$ cat src/rtl/tlc_pkg.sv
// Shared lamp codes, controller state encoding and default phase timings
// for the multi-approach traffic light controller.
package tlc_pkg;

    typedef enum logic [1:0] {
        LAMP_RED    = 2'b00,
        LAMP_YELLOW = 2'b01,
        LAMP_GREEN  = 2'b10
    } lamp_e;

    typedef enum logic [2:0] {
        ST_MAIN_GREEN  = 3'd0,
        ST_MAIN_YELLOW = 3'd1,
        ST_ALLRED_A    = 3'd2,
        ST_SIDE_GREEN  = 3'd3,
        ST_SIDE_YELLOW = 3'd4,
        ST_ALLRED_B    = 3'd5,
        ST_FLASH       = 3'd6
    } state_e;

    localparam int DEF_N_SIDE     = 2;
    localparam int DEF_CNT_W      = 6;
    localparam int DEF_T_MAIN_MIN = 20;
    localparam int DEF_T_SIDE     = 10;
    localparam int DEF_T_YELLOW   = 4;
    localparam int DEF_T_ALLRED   = 2;
    localparam int DEF_T_FLASH    = 2;

    // Width of a side index; a single side still gets a 1-bit index.
    function automatic int idx_w(input int n);
        return (n > 1) ? $clog2(n) : 1;
    endfunction

endpackage

$ cat src/rtl/tlc_rr_arb.sv
// Round-robin pick among pending side requests, starting just after the
// side served last and wrapping around.
module tlc_rr_arb
    import tlc_pkg::*;
#(
    parameter  int N  = 2,
    localparam int GW = idx_w(N)
) (
    input  logic [N-1:0]  req,
    input  logic [GW-1:0] last,
    output logic [GW-1:0] win,
    output logic          any
);

    logic [N-1:0] rot;

    always_comb begin
        win = last;
        any = |req;
        rot = '0;
        // Walk from the farthest candidate to the nearest so the nearest hit sticks.
        for (int k = N; k >= 1; k--) begin
            rot = req >> ((int'(last) + k) % N);
            if (rot[0]) win = GW'((int'(last) + k) % N);
        end
    end

endmodule

$ cat src/rtl/tlc_multi_fsm.sv
// Main road / N side road traffic light controller with request latching,
// round-robin side service and a night flashing mode. All outputs registered.
module tlc_multi_fsm
    import tlc_pkg::*;
#(
    parameter  int N_SIDE     = DEF_N_SIDE,
    parameter  int CNT_W      = DEF_CNT_W,
    parameter  int T_MAIN_MIN = DEF_T_MAIN_MIN,
    parameter  int T_SIDE     = DEF_T_SIDE,
    parameter  int T_YELLOW   = DEF_T_YELLOW,
    parameter  int T_ALLRED   = DEF_T_ALLRED,
    parameter  int T_FLASH    = DEF_T_FLASH,
    localparam int GW         = idx_w(N_SIDE)
) (
    input  logic                clk,
    input  logic                rst,
    input  logic [N_SIDE-1:0]   side_sensor,
    input  logic                night,
    output logic [1:0]          main_s,
    output logic [2*N_SIDE-1:0] side_s,
    output logic [2:0]          state,
    output logic [GW-1:0]       grant_id,
    output logic [N_SIDE-1:0]   req_pending
);

    if (N_SIDE < 1 || N_SIDE > 8) begin : g_bad_n_side
        $error("tlc_multi_fsm: N_SIDE must be within 1..8");
    end
    if (T_MAIN_MIN > 2**CNT_W || T_SIDE > 2**CNT_W || T_YELLOW > 2**CNT_W ||
        T_ALLRED > 2**CNT_W || T_FLASH > 2**CNT_W) begin : g_bad_cnt_w
        $error("tlc_multi_fsm: a phase duration does not fit the phase counter");
    end
    if (T_MAIN_MIN < 1 || T_SIDE < 1 || T_YELLOW < 1 || T_ALLRED < 1 ||
        T_FLASH < 1) begin : g_bad_timing
        $error("tlc_multi_fsm: phase durations must be at least one cycle");
    end

    localparam logic [CNT_W-1:0] CNT_MAX  = '1;
    localparam logic [CNT_W-1:0] MG_END   = CNT_W'(T_MAIN_MIN - 1);
    localparam logic [CNT_W-1:0] SG_END   = CNT_W'(T_SIDE - 1);
    localparam logic [CNT_W-1:0] Y_END    = CNT_W'(T_YELLOW - 1);
    localparam logic [CNT_W-1:0] AR_END   = CNT_W'(T_ALLRED - 1);
    localparam logic [CNT_W-1:0] FL_END   = CNT_W'(T_FLASH - 1);

    state_e              state_q, state_d;
    logic [CNT_W-1:0]    count_q, count_d;
    logic [CNT_W-1:0]    fcnt_q, fcnt_d;
    logic                flash_q, flash_d;
    logic [GW-1:0]       grant_q, grant_d;
    logic [N_SIDE-1:0]   req_q, req_d;
    logic [N_SIDE-1:0]   serve_mask;
    logic [1:0]          main_q, main_d;
    logic [2*N_SIDE-1:0] side_q, side_d;
    logic [GW-1:0]       arb_win;
    logic                arb_any;

    tlc_rr_arb #(.N(N_SIDE)) u_arb (
        .req  (req_q),
        .last (grant_q),
        .win  (arb_win),
        .any  (arb_any)
    );

    always_comb begin
        state_d = state_q;
        grant_d = grant_q;
        flash_d = flash_q;
        fcnt_d  = fcnt_q;
        // The side being served cannot re-request itself until its green/yellow ends.
        serve_mask = (state_q == ST_SIDE_GREEN || state_q == ST_SIDE_YELLOW)
                     ? (N_SIDE'(1) << grant_q) : '0;
        req_d = req_q | (side_sensor & ~serve_mask);

        unique case (state_q)
            ST_MAIN_GREEN: begin
                if (count_q >= MG_END && (arb_any || night)) state_d = ST_MAIN_YELLOW;
            end
            ST_MAIN_YELLOW: begin
                if (count_q == Y_END) state_d = ST_ALLRED_A;
            end
            ST_ALLRED_A: begin
                if (count_q == AR_END) begin
                    if (night) begin
                        state_d = ST_FLASH;
                        fcnt_d  = '0;
                        flash_d = 1'b0;
                    end else if (arb_any) begin
                        state_d = ST_SIDE_GREEN;
                        grant_d = arb_win;
                        req_d   = req_d & ~(N_SIDE'(1) << arb_win);
                    end else begin
                        state_d = ST_MAIN_GREEN;
                    end
                end
            end
            ST_SIDE_GREEN: begin
                if (count_q == SG_END) state_d = ST_SIDE_YELLOW;
            end
            ST_SIDE_YELLOW: begin
                if (count_q == Y_END) state_d = ST_ALLRED_B;
            end
            ST_ALLRED_B: begin
                if (count_q == AR_END) state_d = ST_MAIN_GREEN;
            end
            ST_FLASH: begin
                // Night release is only honoured at the end of a flash interval.
                if (fcnt_q == FL_END) begin
                    if (!night) begin
                        state_d = ST_MAIN_GREEN;
                    end else begin
                        flash_d = ~flash_q;
                        fcnt_d  = '0;
                    end
                end else begin
                    fcnt_d = fcnt_q + CNT_W'(1);
                end
            end
            default: state_d = ST_MAIN_GREEN;
        endcase

        if (state_d != state_q)    count_d = '0;
        else if (count_q == CNT_MAX) count_d = count_q;
        else                       count_d = count_q + CNT_W'(1);

        main_d = LAMP_RED;
        side_d = '0;
        case (state_d)
            ST_MAIN_GREEN:  main_d = LAMP_GREEN;
            ST_MAIN_YELLOW: main_d = LAMP_YELLOW;
            ST_SIDE_GREEN:  side_d = (2*N_SIDE)'(LAMP_GREEN) << {grant_d, 1'b0};
            ST_SIDE_YELLOW: side_d = (2*N_SIDE)'(LAMP_YELLOW) << {grant_d, 1'b0};
            ST_FLASH:       main_d = flash_d ? LAMP_RED : LAMP_YELLOW;
            default:        main_d = LAMP_RED;
        endcase
    end

    always_ff @(posedge clk or negedge rst) begin
        if (!rst) begin
            state_q <= ST_MAIN_GREEN;
            count_q <= '0;
            fcnt_q  <= '0;
            flash_q <= 1'b0;
            grant_q <= GW'(N_SIDE - 1);
            req_q   <= '0;
            main_q  <= LAMP_GREEN;
            side_q  <= '0;
        end else begin
            state_q <= state_d;
            count_q <= count_d;
            fcnt_q  <= fcnt_d;
            flash_q <= flash_d;
            grant_q <= grant_d;
            req_q   <= req_d;
            main_q  <= main_d;
            side_q  <= side_d;
        end
    end

    assign main_s      = main_q;
    assign side_s      = side_q;
    assign state       = state_q;
    assign grant_id    = grant_q;
    assign req_pending = req_q;

endmodule

$ cat config.mk
export PLATFORM = sky130hd
export DESIGN_NAME = tlc_multi_fsm
export DESIGN_NICKNAME = d
export VERILOG_FILES = /design/src/rtl/tlc_pkg.sv /design/src/rtl/tlc_rr_arb.sv /design/src/rtl/tlc_multi_fsm.sv
export SDC_FILE = /design/constraint.sdc
export NUM_CORES = 1
export LEC_CHECK = 0
export CORE_MARGIN = 2
export CORE_UTILIZATION = 45
export CTS_CLUSTER_DIAMETER = 50
export DETAILED_ROUTE_END_ITERATION = 16
export MAX_ROUTING_LAYER = met4
export PLACE_DENSITY = 0.67
export RECOVER_POWER = 100
export SLEW_MARGIN = 20
export SYNTH_ARGS = -nofsm -noshare
export SYNTH_HDL_FRONTEND = slang
export SYNTH_SLANG_ARGS = --single-unit
$ cat constraint.sdc
create_clock -name clk -period 3.34 [get_ports clk]
set_clock_uncertainty 0.15 [all_clocks]
set_input_delay 0.668 -clock clk [delete_from_list [all_inputs] [get_ports clk]]
set_output_delay 0.668 -clock clk [all_outputs]
set_load 0.02 [all_outputs]
==> flow_summary.ini, run 1 <==
[run_status]
status = completed

[cells_and_area]
final_common_cell = dfrtp_1
layout-drive-gt1-share = 0.0601
nets = 194
postLayoutCoreUtil = 0.549
mostFrequentLayoutCells = dfrtp_1 (23), nor2_1 (14), dlygate4sd3_1 (14), o21ai_0 (13), nand2_1 (12)
final_cell_area_um2 = 1690
n_antenna_cell = 0
instances_no_fill = 227
synthToLayoutAreaGrowth_pct = 14.6

[setup_path]
worstPathMaxFanout = 6
critPathLaunchType = input pin
reg2reg_from = state[1]$_DFF_PN0_
cpPeakStageDelay_ps = 620
endpoint_kind = flip-flop
crit_end = main_s[0]$_DFF_PN0_
crit_path_start = night
path_depth = 7
arrival_ps = 2780
crit_chain = dlygate4sd3_1, nor4_1, and3_1, a211oi_1, a311oi_1, nand2b_1, o32ai_1
critPathKind = input pin to flip-flop
r2r_slack_ps = 870
cp_top_family = compound AO/OA/AOI/OAI gates
critPathSlowestCell = dlygate4sd3_1
critPathRequiredTime_ps = 3410
reg2reg_to = count_q[4]$_DFFE_PN0P_
rr_worst_depth = 6
timing.critical_path.buf_inv = 1

[placement]
gp_congestion = 0.921
dp_cells = 223
place_ws_ps = 449
placed_cell_area_um2 = 1680
port_buffers = 16
place.detailed.hpwl_mm = 2.50

[clock_network]
cts_resized = 0
clkTransAtPathRegs_ps = 150
clock_path_buffers = 2
h-tree-depth = 1
cts_tree = built
cts_hold_buf = 0
cts_setup_buffers = 0
numCtsBuffers = 3
clk_latency_ps = 330
cts_root_buf = clkbuf_4
numClockSinks = 25

[power]
power_mw = 1.32
p_leak_nw = 0.754
pwr_density_cell_nw_per_um2 = 784
vdd_drop_max_uv = 328

[detailed_routing]
ant_nets = 0
via_per_inst = 5.92
wl_per_cell_um = 14.9
wl_mm = 3.37
vias = 1344
first_pass_iters = 4
drtIter0Drc = 76
drc = 0

[sta]
worstMarginPinSlew_ps = 1380
final.min_clock_period_ps = 2710
fin_setup_tns_ps = 0
maxSlewHeadroom = 0.0799
finalMaxSlewViolations = 0
min_period_over_period = 0.812
worst_hold_slack_ps = 350
setup_viol = 0
post-route-worst-setup-slack_ps = 628
rsz0062_at_grt = false
hold_viol = 0
max_freq_mhz = 369

[min_path]
hold_depth = 1
min_path_type = flip-flop to flip-flop

[synth]
ys_warn_count = 0
synthArstFlopShare = 1.00
synth_fp_nets = 175
synth_seq_area_share = 0.426
synth_edf_count = 0
synth_cells = 165
avgSynthCellArea_um2 = 8.94
synth_seq_cells = 25
ys.flop_type = dfrtp_1
synth_cell_types = 44
synth_area_um2 = 1480

[die]
die-height_um = 61.3
core_area_um2 = 3080
fp-row-count = 20
die_x_um = 61.3
die_area_um2 = 3750
ios = 17
start_util = 0.479

[global_routing]
grt_max_degree = 26
grt_pass1_wl_mm = 5.70
grt_pass1_vias = 1227
antenna_found_initial = 0
grt_overflow = 0
track_usage = 0.214

[run]
cap_viol_max_count = 0
==> worst min path at each step <==
stage / slack (ps) / end / start
global placement: 330 / fcnt_q[5]$_DFFE_PN0P_ / fcnt_q[5]$_DFFE_PN0P_
global route: 370 / fcnt_q[5]$_DFFE_PN0P_ / fcnt_q[5]$_DFFE_PN0P_
finish: 350 / fcnt_q[5]$_DFFE_PN0P_ / fcnt_q[5]$_DFFE_PN0P_
floorplan: 220 / count_q[0]$_DFFE_PN0P_ / rst
CTS: 360 / fcnt_q[5]$_DFFE_PN0P_ / fcnt_q[5]$_DFFE_PN0P_
detailed placement: 330 / fcnt_q[5]$_DFFE_PN0P_ / fcnt_q[5]$_DFFE_PN0P_
==> cell usage after synthesis (all sizes together) (3+ instances only) <==
cell	instances	area share
nor2	14	0.036
nand3b	3	0.015
o31ai	4	0.020
nand2	13	0.035
nor4	5	0.021
nor2b	5	0.021
o21ai	16	0.057
mux2i	3	0.020
inv	11	0.028
nand2b	6	0.025
nor3	7	0.027
a21oi	8	0.027
and3	5	0.021
dfrtp	23	0.39
ha	5	0.042
nand3	8	0.027
==> flip-flops by register name, summed over array words and instances, names as in the netlist <==
signal and flops:
state 3, fcnt_q 6, count_q 6, main_s 2, req_pending 2, grant_id 1, flash_q 1, side_s 4
==> power by group <==
part	internal, mW	total, mW	switching (mW)
logic	0.261	0.635	0.374
clock network	0.0459	0.143	0.0973
registers	0.411	0.546	0.135
==> layout make-up <==
type	count	area [um^2]
multi-input cells	125	768
fillers	298	1390
repair buffers	18	168
inverters	11	41.3
flip-flops and latches	25	628
clock inverters	1	7.51
clock buffers	3	22.5
well taps	44	55.1
==> metal layers <==
layer  track usage  part of all wire  vias to the layer above  wire length (um)
met3        0.0315             0.060                        9               203
met5             -                 0                        -                 0
met2         0.324              0.46                       55              1560
met1         0.288              0.46                      646              1540
li1              -                 -                      634                 -
met4        0.0839             0.020                        0                68
==> cell families after synthesis <==
group | after synthesis | share of synthesized area
and+or+nand+nor | 75 | 0.283
AOI/OAI and AO/OA | 40 | 0.172
DFF | 25 | 0.426
buffers and inverters | 15 | 0.0441
adders and majority gates | 5 | 0.0424
muxes | 3 | 0.0204
xor gates and xnor gates | 2 | 0.0119
Power figures use the tool's default switching activity.
==> run 2, diff against run 1 <==
- PLACE_DENSITY: 0.67 -> 0.7
- clock period: 3.34 -> 2.4 ns (I/O delays scaled with it)
==> run 2 against run 1 <==
Compared with the run above: die area stayed put; total power is 46% higher; routed wire length is 0.74% higher; setup slack worse by 510 ps; global-route usage hardly changed; critical path depth is 6 lower; largest power group unchanged; flip-flop and latch count stayed put; core utilization is 2.8 points higher; first-iteration DRC count is 9.2% higher; non-clock buffer count is 9 higher.
==> flow_summary.ini, run 2 (synthesized netlist as in run 1, its figures left out) <==
[run_status]
status = completed

[setup_path]
cp_top_family = buffers and inverters
path_depth = 1
critPathLaunchType = flip-flop
worstPathMaxFanout = 7
timing.critical_path.buf_inv = 1
rr_worst_depth = 9
critPathKind = flip-flop to output port
crit_chain = dlygate4sd3_1
critPathSlowestCell = dlygate4sd3_1
arrival_ps = 1650
endpoint_kind = output port
cpPeakStageDelay_ps = 690
critPathRequiredTime_ps = 1770

[detailed_routing]
drtIter0Drc = 83
vias = 1337
first_pass_iters = 4
wl_per_cell_um = 14.4
drc = 0
via_per_inst = 5.67
ant_nets = 0
wl_mm = 3.40

[sta]
setup_viol = 0
worstMarginPinSlew_ps = 1340
hold_viol = 0
post-route-worst-setup-slack_ps = 121
max_freq_mhz = 439
worst_hold_slack_ps = 365
fin_setup_tns_ps = 0
final.min_clock_period_ps = 2280
rsz0062_at_grt = false
maxSlewHeadroom = 0.109
finalMaxSlewViolations = 0
min_period_over_period = 0.949

[clock_network]
cts_hold_buf = 0
clk_latency_ps = 330
cts_resized = 0
clock_path_buffers = 2
cts_tree = built
clkTransAtPathRegs_ps = 150
numClockSinks = 25
cts_root_buf = clkbuf_4
cts_setup_buffers = 0
numCtsBuffers = 3
h-tree-depth = 1

[power]
power_mw = 1.93
pwr_density_cell_nw_per_um2 = 1080
vdd_drop_max_uv = 500
p_leak_nw = 0.799

[global_routing]
antenna_found_initial = 0
grt_overflow = 0
grt_pass1_wl_mm = 5.74
grt_pass1_vias = 1306
grt_max_degree = 26
track_usage = 0.214

[cells_and_area]
final_common_cell = dfrtp_1
seqCellArea_um2 = 628
nets = 203
multi_input_area_um2 = 788
layout-drive-gt1-share = 0.125
final_cell_area_um2 = 1780
instances_no_fill = 236
fillCellCount = 279
n_antenna_cell = 0
postLayoutCoreUtil = 0.578
mostFrequentLayoutCells = dfrtp_1 (23), nor2_1 (14), nand2_1 (12), o21ai_0 (12), dlygate4sd3_1 (12)
synthToLayoutAreaGrowth_pct = 20.5

[placement]
placed_cell_area_um2 = 1750
dp_cells = 232
place.detailed.hpwl_mm = 2.52
place_ws_ps = -79.3
gp_congestion = 0.844
port_buffers = 16

[min_path]
hold_depth = 1
min_path_type = flip-flop to flip-flop

[die]
core_area_um2 = 3080
die_x_um = 61.3
start_util = 0.479
die-height_um = 61.3
die_area_um2 = 3750
ios = 17
fp-row-count = 20

[run]
cap_viol_max_count = 0
run 2: cell count changes in the layout (fill, tap and decap cells not counted), sizes merged:
cell / delta
clkdlybuf4s50: +2
buf: +9
dlygate4sd3: -2
run 2: power by group:
group	internal (mW)	switching, mW
Sequential	0.573	0.165
Clock	0.0639	0.140
Combinational	0.435	0.552
Total	1.07	0.857
run 2: layer usage:
layer | global-route usage | part of all wire
met1 | 0.262 | 0.43
met3 | 0.0273 | 0.047
met4 | 0.0839 | 0.012
met5 | - | 0
met2 | 0.357 | 0.51
run 2: layout make-up:
cell class / count / share of cell area
clock buffers: 3 / 0.0127
clock inverters: 1 / 0.00422
inverters: 11 / 0.0232
multi-input cells: 125 / 0.443
flip-flops and latches: 25 / 0.353
well taps: 44 / 0.0310
repair buffers: 27 / 0.132
run 2: path summary, 6_finish.rpt:
kind	slack, ps	to	start
worst min-delay path	360	fcnt_q[5]$_DFFE_PN0P_	fcnt_q[5]$_DFFE_PN0P_
max in group asynchronous	520	count_q[2]$_DFFE_PN0P_	rst
worst max-delay path	120	grant_id	grant_id$_DFF_PN1_
min in group asynchronous	790	fcnt_q[3]$_DFFE_PN0P_	rst
worst max register to register	180	count_q[3]$_DFFE_PN0P_	count_q[1]$_DFFE_PN0P_
worst min register to register	360	fcnt_q[5]$_DFFE_PN0P_	fcnt_q[5]$_DFFE_PN0P_
==> run 3, diff against run 2 <==
- PLACE_DENSITY: 0.7 -> 0.67
- REMOVE_ABC_BUFFERS: unset -> 1
- clock period: 2.4 -> 2.8 ns (I/O delays scaled with it)
==> run 3 against run 2 <==
Compared with the run above: global-route usage increased by 0.15 points; final area down 4.3%; non-clock buffer count decreased by 7; die area stayed put; routed wire length fell by 1.1%; clock power is 18% lower; total power decreased by 18%; register-to-register slack better by 170 ps; first-iteration DRC count is 35% lower; core utilization fell by 2.5 points; cell count fell by 3.0%; setup slack better by 150 ps.
==> flow_summary.ini, run 3 (synthesized netlist as in run 1, its figures left out) <==
[global_routing]
grt_overflow = 0
grt_max_degree = 26
grt_pass1_vias = 1265
track_usage = 0.215
grt_pass1_wl_mm = 5.84
antenna_found_initial = 0

[setup_path]
reg2reg_to = count_q[4]$_DFFE_PN0P_
critPathRequiredTime_ps = 2860
rr_worst_depth = 7
r2r_slack_ps = 350
arrival_ps = 2590
crit_end = main_s[0]$_DFF_PN0_
crit_path_start = night
endpoint_kind = flip-flop
critPathKind = input pin to flip-flop
worstPathMaxFanout = 6
critPathLaunchType = input pin
reg2reg_from = state[1]$_DFF_PN0_

[detailed_routing]
via_per_inst = 5.68
drc = 0
ant_nets = 0
wl_per_cell_um = 14.7
drtIter0Drc = 54
wl_mm = 3.36
first_pass_iters = 4
vias = 1301

[sta]
setup_viol = 0
worstMarginPinSlew_ps = 1350
worst_hold_slack_ps = 365
maxSlewHeadroom = 0.101
fin_setup_tns_ps = 0
final.min_clock_period_ps = 2530
max_freq_mhz = 395
hold_viol = 0
finalMaxSlewViolations = 0
rsz0062_at_grt = false
min_period_over_period = 0.905

[clock_network]
cts_setup_buffers = 0
cts_root_buf = clkbuf_4
clock_path_buffers = 2
h-tree-depth = 1
clk_latency_ps = 320
numCtsBuffers = 3
cts_tree = built
numClockSinks = 25
clkTransAtPathRegs_ps = 140
cts_resized = 0
cts_hold_buf = 0

[cells_and_area]
final_common_cell = dfrtp_1
nets = 196
layout-drive-gt1-share = 0.0649
instances_no_fill = 229
n_antenna_cell = 0
synthToLayoutAreaGrowth_pct = 15.4
mostFrequentLayoutCells = dfrtp_1 (23), nor2_1 (14), dlygate4sd3_1 (14), nand2_1 (12), o21ai_0 (12)

[placement]
gp_congestion = 0.953
place.detailed.hpwl_mm = 2.48
dp_cells = 225
port_buffers = 16

[run]
cap_viol_max_count = 0

[die]
start_util = 0.479
die_area_um2 = 3750
core_area_um2 = 3080
ios = 17
fp-row-count = 20
die_x_um = 61.3
die-height_um = 61.3

[power]
power_mw = 1.58
p_leak_nw = 0.757
pwr_density_cell_nw_per_um2 = 931
vdd_drop_max_uv = 448

[min_path]
min_path_type = flip-flop to flip-flop

[run_status]
status = completed
==> run 3: cell count changes in the layout (fill, tap and decap cells not counted) <==
cell / before / now
dlygate4sd3_1: 12 / 14
or4_1: 0 / 1
buf_4: 9 / 0
clkbuf_1: 2 / 4
or4_4: 1 / 0
clkdlybuf4s50_1: 4 / 2
a2111oi_0: 0 / 1
a31oi_1: 0 / 1
a2111oi_2: 1 / 0
a31oi_2: 1 / 0
==> run 3: per-stage QoR <==
| stage | instance area, um^2 | utilization | setup WS, ps |
|---|---|---|---|
| floorplan | 1450 | - | 690 |
| global placement | 1700 | 0.551 | 147 |
| global route | 1700 | 0.553 | 166 |
| CTS | 1730 | 0.561 | 397 |
| detailed placement | 1700 | 0.551 | 100 |
| finish | 1700 | 0.553 | 267 |
==> run 3: cell type report <==
cell class / count / area [um^2]
sequential: 25 / 628
fill: 288 / 1380
tap: 44 / 55.1
clock buffer: 3 / 22.5
inverter: 11 / 41.3
multi-input combinational: 125 / 772
clock inverter: 1 / 7.51
timing repair buffer: 20 / 175
==> run 3: worst min-delay path by stage <==
stage          cells past startpoint                   from                      to
2_1_floorplan                      0                    rst  count_q[0]$_DFFE_PN0P_
3_3_place_gp                       1  fcnt_q[5]$_DFFE_PN0P_   fcnt_q[5]$_DFFE_PN0P_
3_5_place_dp                       1  fcnt_q[5]$_DFFE_PN0P_   fcnt_q[5]$_DFFE_PN0P_
4_1_cts                            1  fcnt_q[5]$_DFFE_PN0P_   fcnt_q[5]$_DFFE_PN0P_
5_1_grt                            1  fcnt_q[5]$_DFFE_PN0P_   fcnt_q[5]$_DFFE_PN0P_
6_report                           1  fcnt_q[5]$_DFFE_PN0P_   fcnt_q[5]$_DFFE_PN0P_
==> run 3: per-layer routing <==
layer | routed length, um | vias up | track usage
li1 | - | 638 | -
met1 | 1660 | 627 | 0.301
met2 | 1560 | 32 | 0.330
met3 | 104 | 4 | 0.0210
met4 | 27 | 0 | 0.0683
met5 | 0 | - | -
==> run 3: report_power, final <==
group / internal (mW) / total (mW) / switching [mW]
clock network: 0.0546 / 0.168 / 0.113
logic: 0.318 / 0.764 / 0.446
registers: 0.491 / 0.653 / 0.162
total: 0.863 / 1.58 / 0.721
==> run 3: critical path, stage by stage <==
cell and delay, ps:
dlygate4sd3_1 640, inv_1 110, and4b_1 240, or4_1 630
nand2b_1 150, nand2b_1 150, o32ai_1 100
